**src/rtl/button_event_decoder_pkg.sv**
```systemverilog
// Shared types and default timing constants for the button event decoder.
package btn_evt_pkg;

    typedef enum logic [2:0] {
        IDLE,
        PRESS1,
        GAP,
        LONG_HELD,
        WAIT_REL
    } btn_state_t;

    localparam int DEF_TICK_DIV = 100_000;
    localparam int DEF_LONG_T   = 500;
    localparam int DEF_DCLICK_T = 250;
    localparam int DEF_REPEAT_T = 100;
    localparam int DEF_CNT_W    = 10;

    function automatic int max3(input int a, input int b, input int c);
        int m;
        m = (a > b) ? a : b;
        return (m > c) ? m : c;
    endfunction

endpackage

```
**src/rtl/button_event_decoder_if.sv**
```systemverilog
// Debounced level in, gesture event pulses and held level out.
interface button_event_decoder_if;
    logic db_in;
    logic short_press;
    logic long_press;
    logic double_click;
    logic repeat_pulse;
    logic held;

    modport master (
        output db_in,
        input  short_press, long_press, double_click, repeat_pulse, held
    );

    modport slave (
        input  db_in,
        output short_press, long_press, double_click, repeat_pulse, held
    );
endinterface

```
**src/rtl/button_event_decoder_tick.sv**
```systemverilog
// Free-running modulo-M counter; max_tick pulses for one clk every M clks.
module mod_m_counter #(
    parameter int M = 10,
    parameter int N = (M > 1) ? $clog2(M) : 1
) (
    input  logic         clk,
    input  logic         reset,
    output logic         max_tick,
    output logic [N-1:0] q
);
    logic [N-1:0] r_q;

    always_ff @(posedge clk or posedge reset) begin
        if (reset)
            r_q <= '0;
        else if (r_q == N'(M - 1))
            r_q <= '0;
        else
            r_q <= r_q + 1'b1;
    end

    assign q        = r_q;
    assign max_tick = (r_q == N'(M - 1));
endmodule

```
**src/rtl/button_event_decoder.sv**
```systemverilog
// Classifies debounced button gestures into short/long/double-click pulses plus a held level.
// Define AUTO_REPEAT_EN to emit repeat_pulse every REPEAT_T ticks while long-held.
module button_event_decoder
    import btn_evt_pkg::*;
#(
    parameter int TICK_DIV = DEF_TICK_DIV,
    parameter int LONG_T   = DEF_LONG_T,
    parameter int DCLICK_T = DEF_DCLICK_T,
    parameter int REPEAT_T = DEF_REPEAT_T,
    parameter int CNT_W    = DEF_CNT_W
) (
    input  logic                   clk,
    input  logic                   reset,
    button_event_decoder_if.slave  bus
);
    localparam int MAX_T = max3(LONG_T, DCLICK_T, REPEAT_T);

    if (MAX_T > (1 << CNT_W) - 1) begin : g_cnt_w_check
        $error("CNT_W too narrow for the configured tick counts");
    end

    logic             w_tick;
    logic             w_rise;
    logic             w_fall;
    logic [CNT_W-1:0] w_cnt_inc;

    logic             r_db_q;
    btn_state_t       r_state;
    logic [CNT_W-1:0] r_cnt;
    logic             r_short;
    logic             r_long;
    logic             r_dclick;
    logic             r_held;
`ifdef AUTO_REPEAT_EN
    logic             r_repeat;
`endif

    mod_m_counter #(.M(TICK_DIV)) u_tick (
        .clk      (clk),
        .reset    (reset),
        .max_tick (w_tick),
        .q        ()
    );

    assign w_rise    = bus.db_in & ~r_db_q;
    assign w_fall    = ~bus.db_in & r_db_q;
    assign w_cnt_inc = (&r_cnt) ? r_cnt : r_cnt + 1'b1;

    // db_q resets high so a button already held at reset release is not seen as a press.
    always_ff @(posedge clk or posedge reset) begin
        if (reset) begin
            r_db_q   <= 1'b1;
            r_state  <= IDLE;
            r_cnt    <= '0;
            r_short  <= 1'b0;
            r_long   <= 1'b0;
            r_dclick <= 1'b0;
            r_held   <= 1'b0;
`ifdef AUTO_REPEAT_EN
            r_repeat <= 1'b0;
`endif
        end else begin
            r_db_q   <= bus.db_in;
            r_short  <= 1'b0;
            r_long   <= 1'b0;
            r_dclick <= 1'b0;
`ifdef AUTO_REPEAT_EN
            r_repeat <= 1'b0;
`endif
            if (w_tick)
                r_cnt <= w_cnt_inc;
            // Edges are checked before tick compares so an edge always wins a same-cycle tick.
            case (r_state)
                IDLE: begin
                    if (w_rise) begin
                        r_state <= PRESS1;
                        r_cnt   <= '0;
                        r_held  <= 1'b1;
                    end
                end
                PRESS1: begin
                    if (w_fall) begin
                        r_state <= GAP;
                        r_cnt   <= '0;
                        r_held  <= 1'b0;
                    end else if (w_tick && r_cnt == CNT_W'(LONG_T - 1)) begin
                        r_state <= LONG_HELD;
                        r_cnt   <= '0;
                        r_long  <= 1'b1;
                    end
                end
                GAP: begin
                    if (w_rise) begin
                        r_state  <= WAIT_REL;
                        r_cnt    <= '0;
                        r_held   <= 1'b1;
                        r_dclick <= 1'b1;
                    end else if (w_tick && r_cnt == CNT_W'(DCLICK_T - 1)) begin
                        r_state <= IDLE;
                        r_cnt   <= '0;
                        r_short <= 1'b1;
                    end
                end
                LONG_HELD: begin
                    if (w_fall) begin
                        r_state <= IDLE;
                        r_cnt   <= '0;
                        r_held  <= 1'b0;
                    end
`ifdef AUTO_REPEAT_EN
                    else if (w_tick && r_cnt == CNT_W'(REPEAT_T - 1)) begin
                        r_cnt    <= '0;
                        r_repeat <= 1'b1;
                    end
`endif
                end
                WAIT_REL: begin
                    if (w_fall) begin
                        r_state <= IDLE;
                        r_cnt   <= '0;
                        r_held  <= 1'b0;
                    end
                end
                default: begin
                    r_state <= IDLE;
                    r_cnt   <= '0;
                    r_held  <= 1'b0;
                end
            endcase
        end
    end

    assign bus.short_press  = r_short;
    assign bus.long_press   = r_long;
    assign bus.double_click = r_dclick;
    assign bus.held         = r_held;
`ifdef AUTO_REPEAT_EN
    assign bus.repeat_pulse = r_repeat;
`else
    assign bus.repeat_pulse = 1'b0;
`endif
endmodule

```
**src/flat_wrapper.sv**
```systemverilog
// flat-port wrapper written by rule: the top's interface ports become plain ports
module button_event_decoder_flat import btn_evt_pkg::*;
#(
    parameter int TICK_DIV = DEF_TICK_DIV,
    parameter int LONG_T   = DEF_LONG_T,
    parameter int DCLICK_T = DEF_DCLICK_T,
    parameter int REPEAT_T = DEF_REPEAT_T,
    parameter int CNT_W    = DEF_CNT_W
)
  (clk, reset, bus_db_in, bus_short_press, bus_long_press, bus_double_click, bus_repeat_pulse, bus_held);
  button_event_decoder_if bus_i ();
  input  logic clk;
  input  logic reset;
  input wire logic [$bits(bus_i.db_in)-1:0] bus_db_in;
  output wire logic [$bits(bus_i.short_press)-1:0] bus_short_press;
  output wire logic [$bits(bus_i.long_press)-1:0] bus_long_press;
  output wire logic [$bits(bus_i.double_click)-1:0] bus_double_click;
  output wire logic [$bits(bus_i.repeat_pulse)-1:0] bus_repeat_pulse;
  output wire logic [$bits(bus_i.held)-1:0] bus_held;
  assign bus_i.db_in = bus_db_in;
  assign bus_short_press = bus_i.short_press;
  assign bus_long_press = bus_i.long_press;
  assign bus_double_click = bus_i.double_click;
  assign bus_repeat_pulse = bus_i.repeat_pulse;
  assign bus_held = bus_i.held;
  button_event_decoder #(.TICK_DIV(TICK_DIV), .LONG_T(LONG_T), .DCLICK_T(DCLICK_T), .REPEAT_T(REPEAT_T), .CNT_W(CNT_W)) u_core (.clk(clk), .reset(reset), .bus(bus_i));
endmodule
```
**config.mk**
```make
export PLATFORM = sky130hd
export DESIGN_NAME = button_event_decoder_flat
export DESIGN_NICKNAME = d
export VERILOG_FILES = /design/src/rtl/button_event_decoder_pkg.sv /design/src/rtl/button_event_decoder_if.sv /design/src/rtl/button_event_decoder_tick.sv /design/src/rtl/button_event_decoder.sv /design/src/flat_wrapper.sv
export SDC_FILE = /design/constraint.sdc
export NUM_CORES = 1
export LEC_CHECK = 0
export CAP_MARGIN = 20
export CORE_UTILIZATION = 35
export DETAILED_ROUTE_END_ITERATION = 10
export DONT_BUFFER_PORTS = 1
export PLACE_DENSITY_LB_ADDON = 0.1
export SYNTH_ARGS = -nofsm -noshare
export SYNTH_HDL_FRONTEND = slang
export SYNTH_SLANG_ARGS = --single-unit
```
**constraint.sdc**
```tcl
create_clock -name clk -period 2.37 [get_ports clk]
set_clock_uncertainty 0.2 [all_clocks]
set_input_delay 0.3555 -clock clk [delete_from_list [all_inputs] [get_ports clk]]
set_output_delay 0.3555 -clock clk [all_outputs]
set_load 0.1 [all_outputs]
```
# After elaboration in Yosys (flattened, before gate mapping)
# Index checks and enable logic that the tools add are counted.
[totals]
reg_bits = 35
latch_bits = 0
ram_bits = 0
mem_bits_ro = 0
inputBits = 3
elab_cells = 64
memories = 0
[classes]
add_sub_neg = 2
mul = 0
div = 0
n_lt_le_gt_ge = 0
n_eq_ne = 13
shifts = 0
n_mux = 28
bitwise_logic = 4
reduce_logical = 9
[ops]
columns = ["cell", "count"]
rows = [
  ["2-to-1 mux 10 bit", 8],
  ["case mux 10 bit (4 select lines)", 1],
  ["2-to-1 mux 3 bit", 6],
  ["adder 17 x 1 -> 17 bit, second input constant", 1],
  ["== test 17 bit, second input constant", 1],
  ["2-to-1 mux 17 bit", 1],
  ["case mux 3 bit (4 select lines)", 1],
  ["adder 10 x 1 -> 10 bit, second input constant", 1],
  ["== test 10 x 8 -> 1 bit, second input constant", 1],
  ["== test 10 x 9 -> 1 bit, second input constant", 1],
  ["2-to-1 mux 1 bit", 10],
  ["AND reduction 10 bit", 1],
  ["inequality test 2 x 1 -> 1 bit, second input constant", 4],
  ["== test 3 x 2 -> 1 bit, second input constant", 2],
  ["inequality test 3 x 1 -> 1 bit, second input constant", 2],
  ["AND reduction 4 bit", 1],
  ["OR reduction 2 bit", 2],
  ["== test 3 x 1 -> 1 bit, second input constant", 1],
  ["== test 3 bit, second input constant", 1],
  ["zero test 3 bit", 1],
  ["OR reduction 3 bit", 1],
  ["AND 1 bit", 2],
  ["logical AND 1 bit", 2],
  ["inverter 1 bit", 2],
  ["other kinds (2)", 2],
]

# Depth between registers and ports, before layout
# Gate-level depths: netlist of run 1.
[depth]
word_depth = 6
mapped_depth = 7
mapped_depth_nobuf = 6

# Modules after synthesis
# A second synthesis of run 1 with hierarchy kept.
[hier_totals]
hier_cells = 179
hier_area_um2 = 1830.5
[by_module_without_submodules]
columns = ["mod", "n_inst", "cells_each", "area_per_inst_um2", "seq_area_each_um2"]
rows = [
  ["button_event_decoder", 1, 104, 1004.7, 451.7],
  ["mod_m_counter", 1, 75, 825.8, 425.4],
]

# Worst setup path after synthesis of run 1
# OpenSTA, ideal clock, no wires.
[synth_timing]
path_type = "register to register"
from = "register u_core.u_tick.r_q[5], in the netlist u_core.u_tick.q[5]"
to = "register u_core.r_cnt[8]"
arrival_ns = 1.920
slack_ns = 0.099
path_stages_with_launch = 6
n_path_buf = 0
synth_period_minus_slack_ns = 2.271
cell_sequence = "dfrtp_1 > nor4b_1 > nand4_1 > or4_4 > a221oi_4 > a311oi_1"
[synth_between]
elab_chain_cells = 5
elab_cells_between_ends = 11
classes_between = "eq/ne: 1; mux: 8; reduce/logical: 2"
[synth_lines]
columns = ["element", "line_no", "rtl"]
rows = [
  ["from (decl)", "button_event_decoder_tick.sv:11", "logic [N-1:0] r_q;"],
  ["from (signal assigned)", "button_event_decoder_tick.sv:19", "r_q <= r_q + 1'b1;"],
  ["== test 17 bit *", "button_event_decoder_tick.sv:23", "assign max_tick = (r_q == N'(M - 1));"],
  ["2-to-1 mux 10 bit (tied with other cells)", "button_event_decoder.sv:70", "if (w_tick)"],
  ["2-to-1 mux 10 bit (on tied branches)", "button_event_decoder.sv:98, button_event_decoder.sv:86", ""],
  ["2-to-1 mux 10 bit (on tied branches)", "button_event_decoder.sv:93, button_event_decoder.sv:82", ""],
  ["case mux 10 bit (4 select lines) *", "button_event_decoder.sv:73", "case (r_state)"],
  ["to (signal assigned)", "button_event_decoder.sv:71", "r_cnt <= w_cnt_inc;"],
  ["to (decl)", "button_event_decoder.sv:29", "logic [CNT_W-1:0] r_cnt;"],
]
# Every way passes the cells marked *; elsewhere a longest branch is shown, timed or not.
# A chain may end at the register's enable or synchronous reset.

# Worst setup path after layout of run 1
# Same ends and word-level chain as after synthesis.

==> results_dict.tcl, run 1 <==
set metrics [dict create \
    via_per_inst 5.02 \
    rsz0062_at_grt "true" \
    cts_made_buffers 5 \
    grt_use_total_pct 15.7 \
    clock-sinks 35 \
    postSynthCellCount 179 \
    nNetsFinal 216 \
    synth_largest_area_cell "dfrtp_1" \
    hold_path.class "input port to flop" \
    powerDensity_nw_per_um2 630 \
    post_cts_buffers 0 \
    yosysWarnings 0 \
    synth_area_per_cell_sq_um 9.94 \
    clk_latency_ns 0.28 \
    final-setup-viol-count 0 \
    clkTransAtPathRegs_ns 0.07 \
    status "finished clean" \
    tightest_slew_ns 0.524 \
    ys_seq_area_share_pct 49.3 \
    worstHoldStart "bus_db_in" \
    path_class "flop to flop" \
    antenna_found_initial 0 \
    grt_pass1_wl_mm 6.33 \
    die_y_um 73.3 \
    hold_violations 0 \
    diodes 0 \
    top_layer "met4" \
    dr.pass1.iters 4 \
    total_power_mw 1.38 \
    hold-path-endpoint "u_core.r_state[0]$_DFFE_PP0P_" \
    wirelength_mm 3.73 \
    wl_met1_mm 1.82 \
    peakVddDrop_v 0.000450 \
    finalCriticalPeriod_ns 2.34 \
    whs_path_depth 2 \
    slew_violations 0 \
    synth_top_area_share_pct 47.8 \
    globalRouteOverflowTotal 0 \
    wl_met2_mm 1.78 \
    r2r_end "u_core.r_cnt[8]$_DFF_PP0_" \
    reg2reg_depth 6 \
    finalSetupTns_ns 0 \
    design_area_sq_um 2190 \
    grt_pass1_vias 1394 \
    io_buffers 0 \
    synth_area_sq_um 1780 \
    die_width_um 73.3 \
    r2r_start "u_core.u_tick.q[5]$_DFF_PP0_" \
    area_delta_synth_final_pct 22.9 \
    cap_viol_max_count 0 \
    layout.area.seq_sq_um 877 \
    num_vias 1395 \
    synth_most_common_cell "dfrtp_1" \
    fillers 490 \
    cts-root-buf "clkbuf_8" \
    rows 25 \
    cts_tree "yes" \
    wl_met3_um 93 \
    initial_core_util_pct 36.9 \
    design.core.area_sq_um 4820 \
    syn_nets 185 \
    clockBufferDepth 2 \
    drive_above_1_share_pct 20.4 \
    synth_edf_count 0 \
    drt-wirelength-per-cell_um 13.4 \
    synth_area_leaders "dfrtp_1 (48%), xnor2_1 (8.4%), nor2_1 (5.5%), nand2_1 (2.5%), nand4_1 (2.5%)" \
    async_reset_ff_share_pct 100 \
    synth_common_cells "dfrtp_1 (34), nor2_1 (26), xnor2_1 (17)" \
    hpwl_mm 2.78 \
    worstPathMaxFanout 10 \
    synth-seq-cells 35 \
    place_area_sq_um 2070 \
    cp.arrival_ns 2.28 \
    timing.fmax_ghz 0.428 \
    startpoint_type "flop" \
    htreeDepth 2 \
    r2r_slack_ns 0.03 \
    drcViolationCount 0 \
    ant_nets 0 \
    p_leak_nw 0.913 \
    required_ns 2.32 \
    synth_flop_cell "dfrtp_1" \
    max_slew_margin_pct 64.8 \
    gp_congestion 0.807 \
    multi_input_area_sq_um 872 \
    period_share_pct 98.6 \
    die_area_sq_um 5370 \
    holdWs_ns 0.0322 \
    drt_iter0_markers 70 \
    grt_max_degree 24 \
    ys_types 42 \
    ios 8 \
    crit_path_end_kind "flop" \
]
[critical path, cell delays in order, from the launching register on]
cell      delay, ns
dfrtp_1        0.40
nor4b_2        0.27
nand4_1        0.22
or4_4          0.56
a221oi_4       0.34
buf_12         0.16
a311oi_1       0.05
[per-layer routing]
layer	up-vias	track usage, %
met5	-	0
met4	0	5.77
met3	5	2.88
met2	16	26.0
met1	679	20.6
li1	695	-
[how the worst max path moves through the flow]
stage | startpoint | endpoint | slack (ns) | depth (start not counted)
5_1_grt | u_core.u_tick.q[5]$_DFF_PP0_ | u_core.r_cnt[8]$_DFF_PP0_ | -0.06 | 6
3_3_place_gp | u_core.u_tick.q[12]$_DFF_PP0_ | u_core.r_cnt[1]$_DFF_PP0_ | -0.01 | 6
2_1_floorplan | u_core.u_tick.q[5]$_DFF_PP0_ | u_core.r_cnt[8]$_DFF_PP0_ | 0.1 | 5
6_report | u_core.u_tick.q[5]$_DFF_PP0_ | u_core.r_cnt[8]$_DFF_PP0_ | 0.03 | 6
4_1_cts | u_core.u_tick.q[5]$_DFF_PP0_ | u_core.r_cnt[8]$_DFF_PP0_ | 0.002 | 6
3_5_place_dp | u_core.u_tick.q[12]$_DFF_PP0_ | u_core.r_cnt[1]$_DFF_PP0_ | -0.05 | 6
[state kept, by name, indices dropped and copies added, names as in the netlist]
register	count
u_core.u_tick.q	17
u_core.r_cnt	10
u_core.r_state	3
u_core.bus.double_click	1
u_core.bus.held	1
u_core.bus.long_press	1
u_core.bus.short_press	1
u_core.r_db_q	1
[area by class of cell]
type / count / share of cell area (%)
Timing Repair Buffer: 30 / 11.7
Sequential cell: 35 / 40.1
Tap cell: 67 / 3.83
Inverter: 5 / 0.858
Multi-Input combinational cell: 133 / 39.9
Clock buffer: 8 / 3.66
[what timing repair did]
item | 4_1_cts | 5_1_grt
resized for setup | 2 | 2
hold buffers | 2 | 0
hold endpoints to repair | 13 | 0
pin swaps | 3 | 1
setup endpoints to repair | 10 | 10
[metrics by stage]
| stage | setup WS [ns] | utilization (%) | cells |
|---|---|---|---|
| 2_1_floorplan | 0.0993 | - | 179 |
| 3_3_place_gp | -0.00964 | 43.0 | 268 |
| 3_5_place_dp | -0.0542 | 43.0 | 268 |
| 4_1_cts | 0.00249 | 45.4 | 278 |
| 5_1_grt | -0.0609 | 45.4 | 278 |
| 6_report | 0.0337 | 45.4 | 278 |
[where the power goes]
group	switching (mW)	internal, mW	leakage (nW)	total (mW)
Combinational	0.194	0.115	0.408	0.310
Clock	0.200	0.209	0.0395	0.408
Sequential	0.0352	0.625	0.465	0.660
Total	0.429	0.949	0.913	1.38
[kinds of logic (layout without fill, tap and decap cells)]
group,Yosys count,count (layout),share of synthesized area [%]
other,1,1,0.211
adder cells (fa/ha/maj),3,3,2.11
XOR/XNOR,21,21,10.3
flip-flops,35,35,49.3
multiplexers,1,1,0.563
AND/OR/NAND/NOR,89,89,26.9
AO/OA/AOI/OAI,18,18,8.02
buffers and inverters,11,43,2.53
[cell usage in the layout, fill, tap and decap left out, types with 3 or more instances in the layout]
master    Yosys  layout
dfrtp_1      34      34
nor2_1       26      26
buf_4         1      26
xnor2_1      17      17
nand2_1      12      12
nor3_1        8       8
nand3_1       8       8
nand4_1       7       7
nor4_1        7       7
inv_1         5       5
nor2b_1       5       5
a21oi_1       5       5
clkbuf_8      0       5
xor2_1        4       4
ha_1          3       3
clkbuf_1      5       3
(Power assumes the default switching activity.)
==> run 2, diff against run 1 <==
CTS_CLUSTER_DIAMETER = 40   (was default)
==> results of run 2 <==
Same layout as run 1: the final DEF is identical, and so are final timing and power.
